### src/rtl/cnn_tx_pkg.sv
// Shared types and constants for the CNN result UART transmitter.
// Parity support is compiled in with CNN_TX_PARITY_EN.
package cnn_tx_pkg;

    typedef enum logic [2:0] {
        IDLE,
        START,
        DATA,
        PARITY,
        STOP
    } tx_state_t;

    localparam logic UART_IDLE_LVL = 1'b1;
    localparam int   DATA_BITS     = 8;
    localparam int   BAUD_W        = 12;

endpackage

### src/rtl/cnn_tx_fifo.sv
// Small synchronous byte FIFO feeding the CNN result serializer.
// Pointers wrap naturally; count carries one extra bit for full/empty.
module cnn_tx_fifo #(
    parameter  int DEPTH = 4,
    parameter  int WIDTH = 8,
    localparam int AW    = $clog2(DEPTH),
    localparam int CW    = AW + 1
) (
    input  logic             clk,
    input  logic             rst_n,
    input  logic             push_i,
    input  logic             pop_i,
    input  logic [WIDTH-1:0] data_i,
    output logic [WIDTH-1:0] data_o,
    output logic             full_o,
    output logic             empty_o,
    output logic [CW-1:0]    count_o
);

    logic [WIDTH-1:0] mem_q [DEPTH];
    logic [AW-1:0]    wr_q;
    logic [AW-1:0]    rd_q;
    logic [CW-1:0]    cnt_q;

    always_ff @(posedge clk) begin
        if (push_i) begin
            mem_q[wr_q] <= data_i;
        end
    end

    always_ff @(posedge clk or negedge rst_n) begin
        if (!rst_n) begin
            wr_q  <= '0;
            rd_q  <= '0;
            cnt_q <= '0;
        end else begin
            if (push_i) begin
                wr_q <= wr_q + 1'b1;
            end
            if (pop_i) begin
                rd_q <= rd_q + 1'b1;
            end
            unique case ({push_i, pop_i})
                2'b10:   cnt_q <= cnt_q + 1'b1;
                2'b01:   cnt_q <= cnt_q - 1'b1;
                default: cnt_q <= cnt_q;
            endcase
        end
    end

    assign data_o  = mem_q[rd_q];
    assign full_o  = (cnt_q == CW'(DEPTH));
    assign empty_o = (cnt_q == '0);
    assign count_o = cnt_q;

endmodule

### src/rtl/cnn_result_tx.sv
// UART 8N1 transmitter for CNN result bytes, fed through a small FIFO.
// Define CNN_TX_PARITY_EN to add an even-parity bit before the stop bit.
module cnn_result_tx
    import cnn_tx_pkg::*;
#(
    parameter int BAUD_DIV   = 434,
    parameter int FIFO_DEPTH = 4
) (
    input  logic       clk,
    input  logic       rst_n,
    input  logic       trmt,
    input  logic [7:0] tx_data,
    output logic       TX,
    output logic       tx_done,
    output logic       busy,
    output logic       full,
    output logic       ovf
);

    localparam int CW = $clog2(FIFO_DEPTH) + 1;

    tx_state_t         state_q, state_d;
    logic [BAUD_W-1:0] baud_q, baud_d;
    logic [2:0]        bit_q, bit_d;
    logic [7:0]        shift_q, shift_d;
    logic              tx_q, tx_d;
    logic              ovf_q, ovf_d;
`ifdef CNN_TX_PARITY_EN
    logic              par_q, par_d;
`endif

    logic          push;
    logic          pop;
    logic          fifo_full;
    logic          empty;
    logic [7:0]    head;
    logic [CW-1:0] count;
    logic          bit_end;

    // A full FIFO still accepts a byte when the serializer pops that cycle.
    assign push  = trmt && (!fifo_full || pop);
    assign ovf_d = ovf_q || (trmt && fifo_full && !pop);

    cnn_tx_fifo #(
        .DEPTH (FIFO_DEPTH),
        .WIDTH (DATA_BITS)
    ) u_fifo (
        .clk     (clk),
        .rst_n   (rst_n),
        .push_i  (push),
        .pop_i   (pop),
        .data_i  (tx_data),
        .data_o  (head),
        .full_o  (fifo_full),
        .empty_o (empty),
        .count_o (count)
    );

    assign bit_end = (baud_q == BAUD_W'(BAUD_DIV - 1));

    always_comb begin
        state_d = state_q;
        baud_d  = baud_q + 1'b1;
        bit_d   = bit_q;
        shift_d = shift_q;
        tx_d    = tx_q;
        pop     = 1'b0;
`ifdef CNN_TX_PARITY_EN
        par_d   = par_q;
`endif
        unique case (state_q)
            IDLE: begin
                baud_d = '0;
                bit_d  = '0;
                tx_d   = UART_IDLE_LVL;
                if (!empty) begin
                    pop     = 1'b1;
                    shift_d = head;
`ifdef CNN_TX_PARITY_EN
                    par_d   = ^head;
`endif
                    tx_d    = 1'b0;
                    state_d = START;
                end
            end
            START: begin
                if (bit_end) begin
                    baud_d  = '0;
                    bit_d   = '0;
                    tx_d    = shift_q[0];
                    state_d = DATA;
                end
            end
            DATA: begin
                if (bit_end) begin
                    baud_d  = '0;
                    shift_d = shift_q >> 1;
                    bit_d   = bit_q + 1'b1;
                    tx_d    = shift_q[1];
                    if (bit_q == 3'(DATA_BITS - 1)) begin
`ifdef CNN_TX_PARITY_EN
                        tx_d    = par_q;
                        state_d = PARITY;
`else
                        tx_d    = UART_IDLE_LVL;
                        state_d = STOP;
`endif
                    end
                end
            end
`ifdef CNN_TX_PARITY_EN
            PARITY: begin
                if (bit_end) begin
                    baud_d  = '0;
                    tx_d    = UART_IDLE_LVL;
                    state_d = STOP;
                end
            end
`endif
            STOP: begin
                if (bit_end) begin
                    baud_d = '0;
                    bit_d  = '0;
                    // Chain straight into the next start bit when data waits.
                    if (!empty) begin
                        pop     = 1'b1;
                        shift_d = head;
`ifdef CNN_TX_PARITY_EN
                        par_d   = ^head;
`endif
                        tx_d    = 1'b0;
                        state_d = START;
                    end else begin
                        tx_d    = UART_IDLE_LVL;
                        state_d = IDLE;
                    end
                end
            end
            default: begin
                baud_d  = '0;
                bit_d   = '0;
                tx_d    = UART_IDLE_LVL;
                state_d = IDLE;
            end
        endcase
    end

    always_ff @(posedge clk or negedge rst_n) begin
        if (!rst_n) begin
            state_q <= IDLE;
            baud_q  <= '0;
            bit_q   <= '0;
            shift_q <= '0;
            tx_q    <= UART_IDLE_LVL;
            ovf_q   <= 1'b0;
        end else begin
            state_q <= state_d;
            baud_q  <= baud_d;
            bit_q   <= bit_d;
            shift_q <= shift_d;
            tx_q    <= tx_d;
            ovf_q   <= ovf_d;
        end
    end

`ifdef CNN_TX_PARITY_EN
    always_ff @(posedge clk or negedge rst_n) begin
        if (!rst_n) begin
            par_q <= 1'b0;
        end else begin
            par_q <= par_d;
        end
    end
`endif

    assign TX      = tx_q;
    assign tx_done = (state_q == STOP) && bit_end;
    assign busy    = (state_q != IDLE) || (count != '0);
    assign full    = fifo_full;
    assign ovf     = ovf_q;

endmodule

### config.mk
export PLATFORM = sky130hd
export DESIGN_NAME = cnn_result_tx
export DESIGN_NICKNAME = d
export VERILOG_FILES = /design/src/rtl/cnn_tx_pkg.sv /design/src/rtl/cnn_tx_fifo.sv /design/src/rtl/cnn_result_tx.sv
export SDC_FILE = /design/constraint.sdc
export NUM_CORES = 1
export LEC_CHECK = 0
export CELL_PAD_IN_SITES_DETAIL_PLACEMENT = 1
export CELL_PAD_IN_SITES_GLOBAL_PLACEMENT = 2
export CORE_MARGIN = 3
export CORE_UTILIZATION = 47
export CTS_BUF_LIST = sky130_fd_sc_hd__clkbuf_4 sky130_fd_sc_hd__clkbuf_8
export CTS_CLUSTER_DIAMETER = 40
export DETAILED_ROUTE_END_ITERATION = 10
export PLACE_DENSITY = 0.89
export SETUP_SLACK_MARGIN = 0.2
export SYNTH_ARGS = -nofsm -noshare
export SYNTH_HDL_FRONTEND = slang
export SYNTH_SLANG_ARGS = --single-unit
export TNS_END_PERCENT = 20
### constraint.sdc
create_clock -name clk -period 6.2 [get_ports clk]
set_clock_uncertainty 0.1 [all_clocks]
set_input_delay 0.62 -clock clk [delete_from_list [all_inputs] [get_ports clk]]
set_output_delay 0.62 -clock clk [all_outputs]
set_load 0.05 [all_outputs]
After elaboration in Yosys (flattened, before gate mapping)

Memory sizes are Yosys's and may differ from the RTL's.
Cells that the tools add are included.
W data, S select, Z words.

Memories kept: 1
Input bits: 11
Output and inout port bits: 5
Logic and storage cells: 79
Bits in writable memories: 32
Flip-flop bits (word level): 35

Memory list:

| memory       | depth | width | read ports | clocked after Yosys merged registers in | write ports | RTL line          | RTL |
|---|---|---|---|---|---|---|---|
| u_fifo.mem_q | 4     | 8     | 1          | 0                                       | 1           | cnn_tx_fifo.sv:20 | `logic [WIDTH-1:0] mem_q [DEPTH];` |

Equal/unequal tests: 14
$add $sub $neg: 6
Reduce and logical (&&, ||, !) cells: 21
Mux-type cells: 28

Operators with widths:

| operator                | count |
|---|---|
| $mux W12                | 2 |
| $mux W8                 | 3 |
| $pmux W8 S3             | 1 |
| $mux W3                 | 7 |
| $add A12 B1 Y12 const B | 1 |
| $eq A12 B9 Y1 const B   | 1 |
| $pmux W3 S2             | 2 |
| $pmux W3 S4             | 1 |
| $mux W1                 | 10 |
| $ne A2 B2 Y1 const B    | 5 |
| $eq A3 B3 Y1 const B    | 3 |
| $reduce_bool A3 Y1      | 3 |
| $add A3 B1 Y3 const B   | 2 |
| $logic_not A3 Y1        | 2 |
| $reduce_and A3 Y1       | 2 |
| $reduce_and A5 Y1       | 1 |
| $add A2 B1 Y2 const B   | 2 |
| $logic_and A1 B1 Y1     | 4 |
| $pmux W1 S4             | 1 |
| $eq A3 B1 Y1 const B    | 1 |
| $eq A3 B2 Y1 const B    | 1 |
| $logic_or A1 B1 Y1      | 3 |
| $reduce_or A3 Y1        | 1 |
| $sub A3 B1 Y3 const B   | 1 |
| other kinds (8)         | 9 |

Logic depth before layout (Yosys ltp)

Depth after elaboration: 8
Gate-level depth with buffers: 11
Depth with buffers taken out: 10

Modules after synthesis

Synthesis repeated with hierarchy kept, for this count alone.

Cell total of the unflattened synthesis: 218
Area, all modules: 2997.9 µm²

Modules (own cells, without submodules):

| module        | cells an instance | sequential area each (µm²) | area each (µm²) | instances |
|---|---|---|---|---|
| cnn_tx_fifo   | 78                | 1136.1                     | 1552.7          | 1 |
| cnn_result_tx | 140               | 701.9                      | 1445.1          | 1 |

Worst setup path after synthesis

No wires, ideal clock.

Kind: register to output
Start: register baud_q[1]
End: output tx_done
Data required time: 5480 ps
Stages on the path, launching flop included: 6
Arrival time: 1933 ps
Setup slack: 3547 ps
Buffers on the path: 0
Cells stage by stage: dfrtp_1 inv_1 ha_1 nor4b_4 nand3_1 nor3_1

Cells in the longest elaborated chain, start to end: 2

RTL lines:

| element                | RTL line             | RTL |
|---|---|---|
| start, declared        | cnn_result_tx.sv:23  | `logic [BAUD_W-1:0] baud_q, baud_d;` |
| start signal, assigned | cnn_result_tx.sv:158 | `baud_q <= baud_d;` |
| $eq A12 B9 Y1          | cnn_result_tx.sv:59  | `assign bit_end = (baud_q == BAUD_W'(BAUD_DIV - 1));` |
| $logic_and A1 B1 Y1    | cnn_result_tx.sv:177 | `assign tx_done = (state_q == STOP) && bit_end;` |
| end, declared          | cnn_result_tx.sv:14  | `output logic tx_done,` |

No other way between the ends.

Final worst setup path

Same ends and word-level chain as after synthesis.

==> run_results.csv <==
group,metric,value,unit
worst_setup_path,cp_max_fo,4,
logic_synthesis,syn-cell-area,0.00305,mm²
layout,drive_gt1_share,12.9,%
logic_synthesis,muxShareOfSynthArea,7.01,%
global_route,grt_usage,18.0,%
clock_network,cts.sinks,67,
logic_synthesis,ys_types,41,
floorplanning,initial_core_util,50.1,%
logic_synthesis,synthArstFlopShare,52.2,%
global_route,grt_max_degree,36,
pwr,total_power,1660,µW
route,vias_per_cell,5.49,
floorplanning,die_area,0.00750,mm²
worst_setup_path,arrival,2290,ps
sta,finalSetupTns,0,ps
clock_network,cts_root_buf,"clkbuf_8",
clock_network,clock_path_buffers,2,
logic_synthesis,synth_top_family_by_area,"simple AND/OR/NAND/NOR gates",
logic_synthesis,synth-simple-area-share,14.0,%
outcome,status,"completed",
floorplanning,core,0.00610,mm²
logic_synthesis,synth_ff_type,"dfrtp_1",
clock_network,post_cts_buffers,0,
sta,rsz0062_at_grt,"no",
worst_setup_path,crit_required,5480,ps
worst_setup_path,crit_type,"flip-flop to output port",
pwr,power.density,481,mW/mm²
place,dp_hpwl,4040,µm
worst_setup_path,critical_path.endpoint_type,"output port",
logic_synthesis,syn_inst,242,
logic_synthesis,avgSynthCellArea,12.6,µm²
floorplanning,die_w,86.6,µm
route,route.vias.total,1854,
route,ant_nets,0,
clock_network,clk_latency,360,ps
clock_network,clk_pin_slew,90,ps
floorplanning,rows,28,
logic_synthesis,ys_seq_area_share,60.2,%
sta,period_minus_slack,3010,ps
route,drt-initial-drc-count,110,
place,dp_cells,322,
logic_synthesis,synth-compound-area-share,6.88,%
clock_network,tritoncts,"yes",
min_path,hp-class,"flip-flop to flip-flop",
global_route,use_met1,22.6,%
place,port_buffers,15,
sta,period_share,48.6,%
place,gp_congestion,0.740,
worst_setup_path,ff2ff_setup_slack,3530,ps
global_route,grt_pass1_vias,2019,
pwr,ir_drop,261,µV
layout,area_delta_synth_final,12.9,%
pwr,power.leakage,0.00135,µW
logic_synthesis,synth_edf_count,32,
global_route,antenna_found_initial,0,
global_route,grt_pass1_wl,10200,µm
logic_synthesis,ys_ff_latch,67,
route,wl,5930,µm
logic_synthesis,ys_warn_count,0,
layout,final_cells,338,
sta,clock.fmax,0.332,GHz
sta,worstMarginPinSlew,689,ps
route,route.detailed.drc,0,
global_route,globalRouteMet3Util,5.51,%
sta,finalSetupViolations,0,
floorplanning,fp.dieH,86.6,µm
floorplanning,ioPinCount,16,
route,first_pass_iters,4,
layout,fin_util,56.6,%
sta,finalHoldViolCount,0,
layout,register_area,0.00184,mm²
logic_synthesis,synth_xor_xnor_area_share,4.59,%
run,drv_cap,0,
worst_setup_path,cp-start-kind,"flip-flop",
sta,slew_viol_final,0,
clock_network,cts.repair.resized,0,
clock_network,cts_buffers,9,
logic_synthesis,synth_nets,262,
global_route,gr-total-overflow,0,
global_route,grt_busiest_layer,"met2",
clock_network,htreeDepth,3,
layout,multi_input_area,0.00111,mm²
layout,diodes,0,
place,place_area,0.00324,mm²
route,avgRoutedWirePerCell,17.5,µm
logic_synthesis,synth_fa_ha_area_share,3.93,%
clock_network,hold_buffers,0,
layout,nFillCells,637,
layout,nets,278,
global_route,use_met2,29.9,%
layout,stdcell_area,0.00345,mm²
sta,slew_headroom,53.9,%
layout by cell type (no fill, tap or decap), types with 2 or more instances in the layout:
cell type         n
nand4_1           3
o21ai_0           4
ha_1              8
nor2_1           29
xnor2_1          12
dfrtp_1          34
nand3_1          13
a22oi_1           4
xor2_1            4
a31oi_1           7
inv_6             3
nor3_1            4
clkbuf_8          9
nand2b_1          3
o22ai_1           2
edfxtp_1         32
inv_1            11
clkdlybuf4s50_1  15
a21oi_1           7
mux2_2            2
mux4_2            8
and2_1            4
nand2_1          23
metrics by stage:
| stage | setup WS (ps) | hold WS, ps |
|---|---|---|
| 2_1_floorplan | 3550 | 224 |
| 3_3_place_gp | 3540 | 372 |
| 3_5_place_dp | 3530 | 357 |
| 4_1_cts | 3140 | 393 |
| 5_1_grt | 3000 | 404 |
| 6_report | 3190 | 394 |
worst max-delay path: stages (launching register included):
cell,delay (ps)
dfrtp_1,410
inv_1,70
ha_1,140
nor4b_4,220
nand3_1,120
nor3_1,150
clkdlybuf4s50_1,830
Yosys cell counts (2+ instances only):
cell | number | area [µm²]
o22ai_1 | 2 | 12.5
mux2_2 | 2 | 22.5
and2_1 | 4 | 25.0
xor2_1 | 4 | 35.0
a22oi_1 | 4 | 30.0
nand2b_1 | 3 | 18.8
nand4_1 | 3 | 18.8
nor2_1 | 29 | 109
inv_1 | 11 | 41.3
a21oi_1 | 7 | 35.0
edfxtp_1 | 32 | 961
nand3_1 | 13 | 65.1
mux4_2 | 8 | 180
buf_2 | 5 | 25.0
buf_4 | 2 | 15.0
o21ai_0 | 4 | 20.0
nor3_1 | 4 | 20.0
ha_1 | 8 | 100
nand2_1 | 23 | 86.3
xnor2_1 | 12 | 105
a31oi_1 | 7 | 43.8
clkbuf_1 | 3 | 11.3
dfrtp_1 | 34 | 851
layout make-up:
class | instances | area share (%)
flip-flops and latches | 67 | 53.3
clock buffers | 9 | 3.59
repair buffers | 16 | 4.57
inverters | 11 | 1.20
well taps | 75 | 2.72
clock inverters | 7 | 2.36
multi-input cells | 153 | 32.3
per-layer routing:
layer	wire [µm]	up-vias	share of wire [%]
met5	0	-	0
met4	53	0	0.89
met3	192	5	3.2
met2	3050	29	52
met1	2630	931	44
li1	-	889	-
cell families after synthesis:
kind of cell,count (synthesis)
simple gates,88
flops,67
compound gates,29
buf+inv,22
xor+xnor,16
mux,11
fa+ha+maj,9
flip-flops by register name, summed over array words and instances (netlist names):
register and count:
u_fifo.rd_q 2, ovf 1, baud_q 12, u_fifo.count_o 3, state_q 3, u_fifo.mem_q 32
shift_q 8, TX 1, u_fifo.wr_q 2, bit_q 3
path summary, 6_finish.rpt:
path | startpoint | end | depth (start not counted)
worst min register to register | ovf | ovf | 1
worst max register to register | baud_q[1] | u_fifo.count_o[1] | 10
worst max-delay path | baud_q[1] | tx_done | 6
worst min-delay path | ovf | ovf | 1
max in group asynchronous | rst_n | TX | 2
min in group asynchronous | rst_n | u_fifo.count_o[2] | 2
power breakdown:
group / switching (µW) / internal [µW] / leakage, µW / total, µW
clock network: 188 / 193 / 0.000107 / 380
registers: 102 / 592 / 0.000731 / 694
logic: 343 / 240 / 0.000510 / 583
total: 632 / 1020 / 0.00135 / 1660
Power figures use the tool's default switching activity.
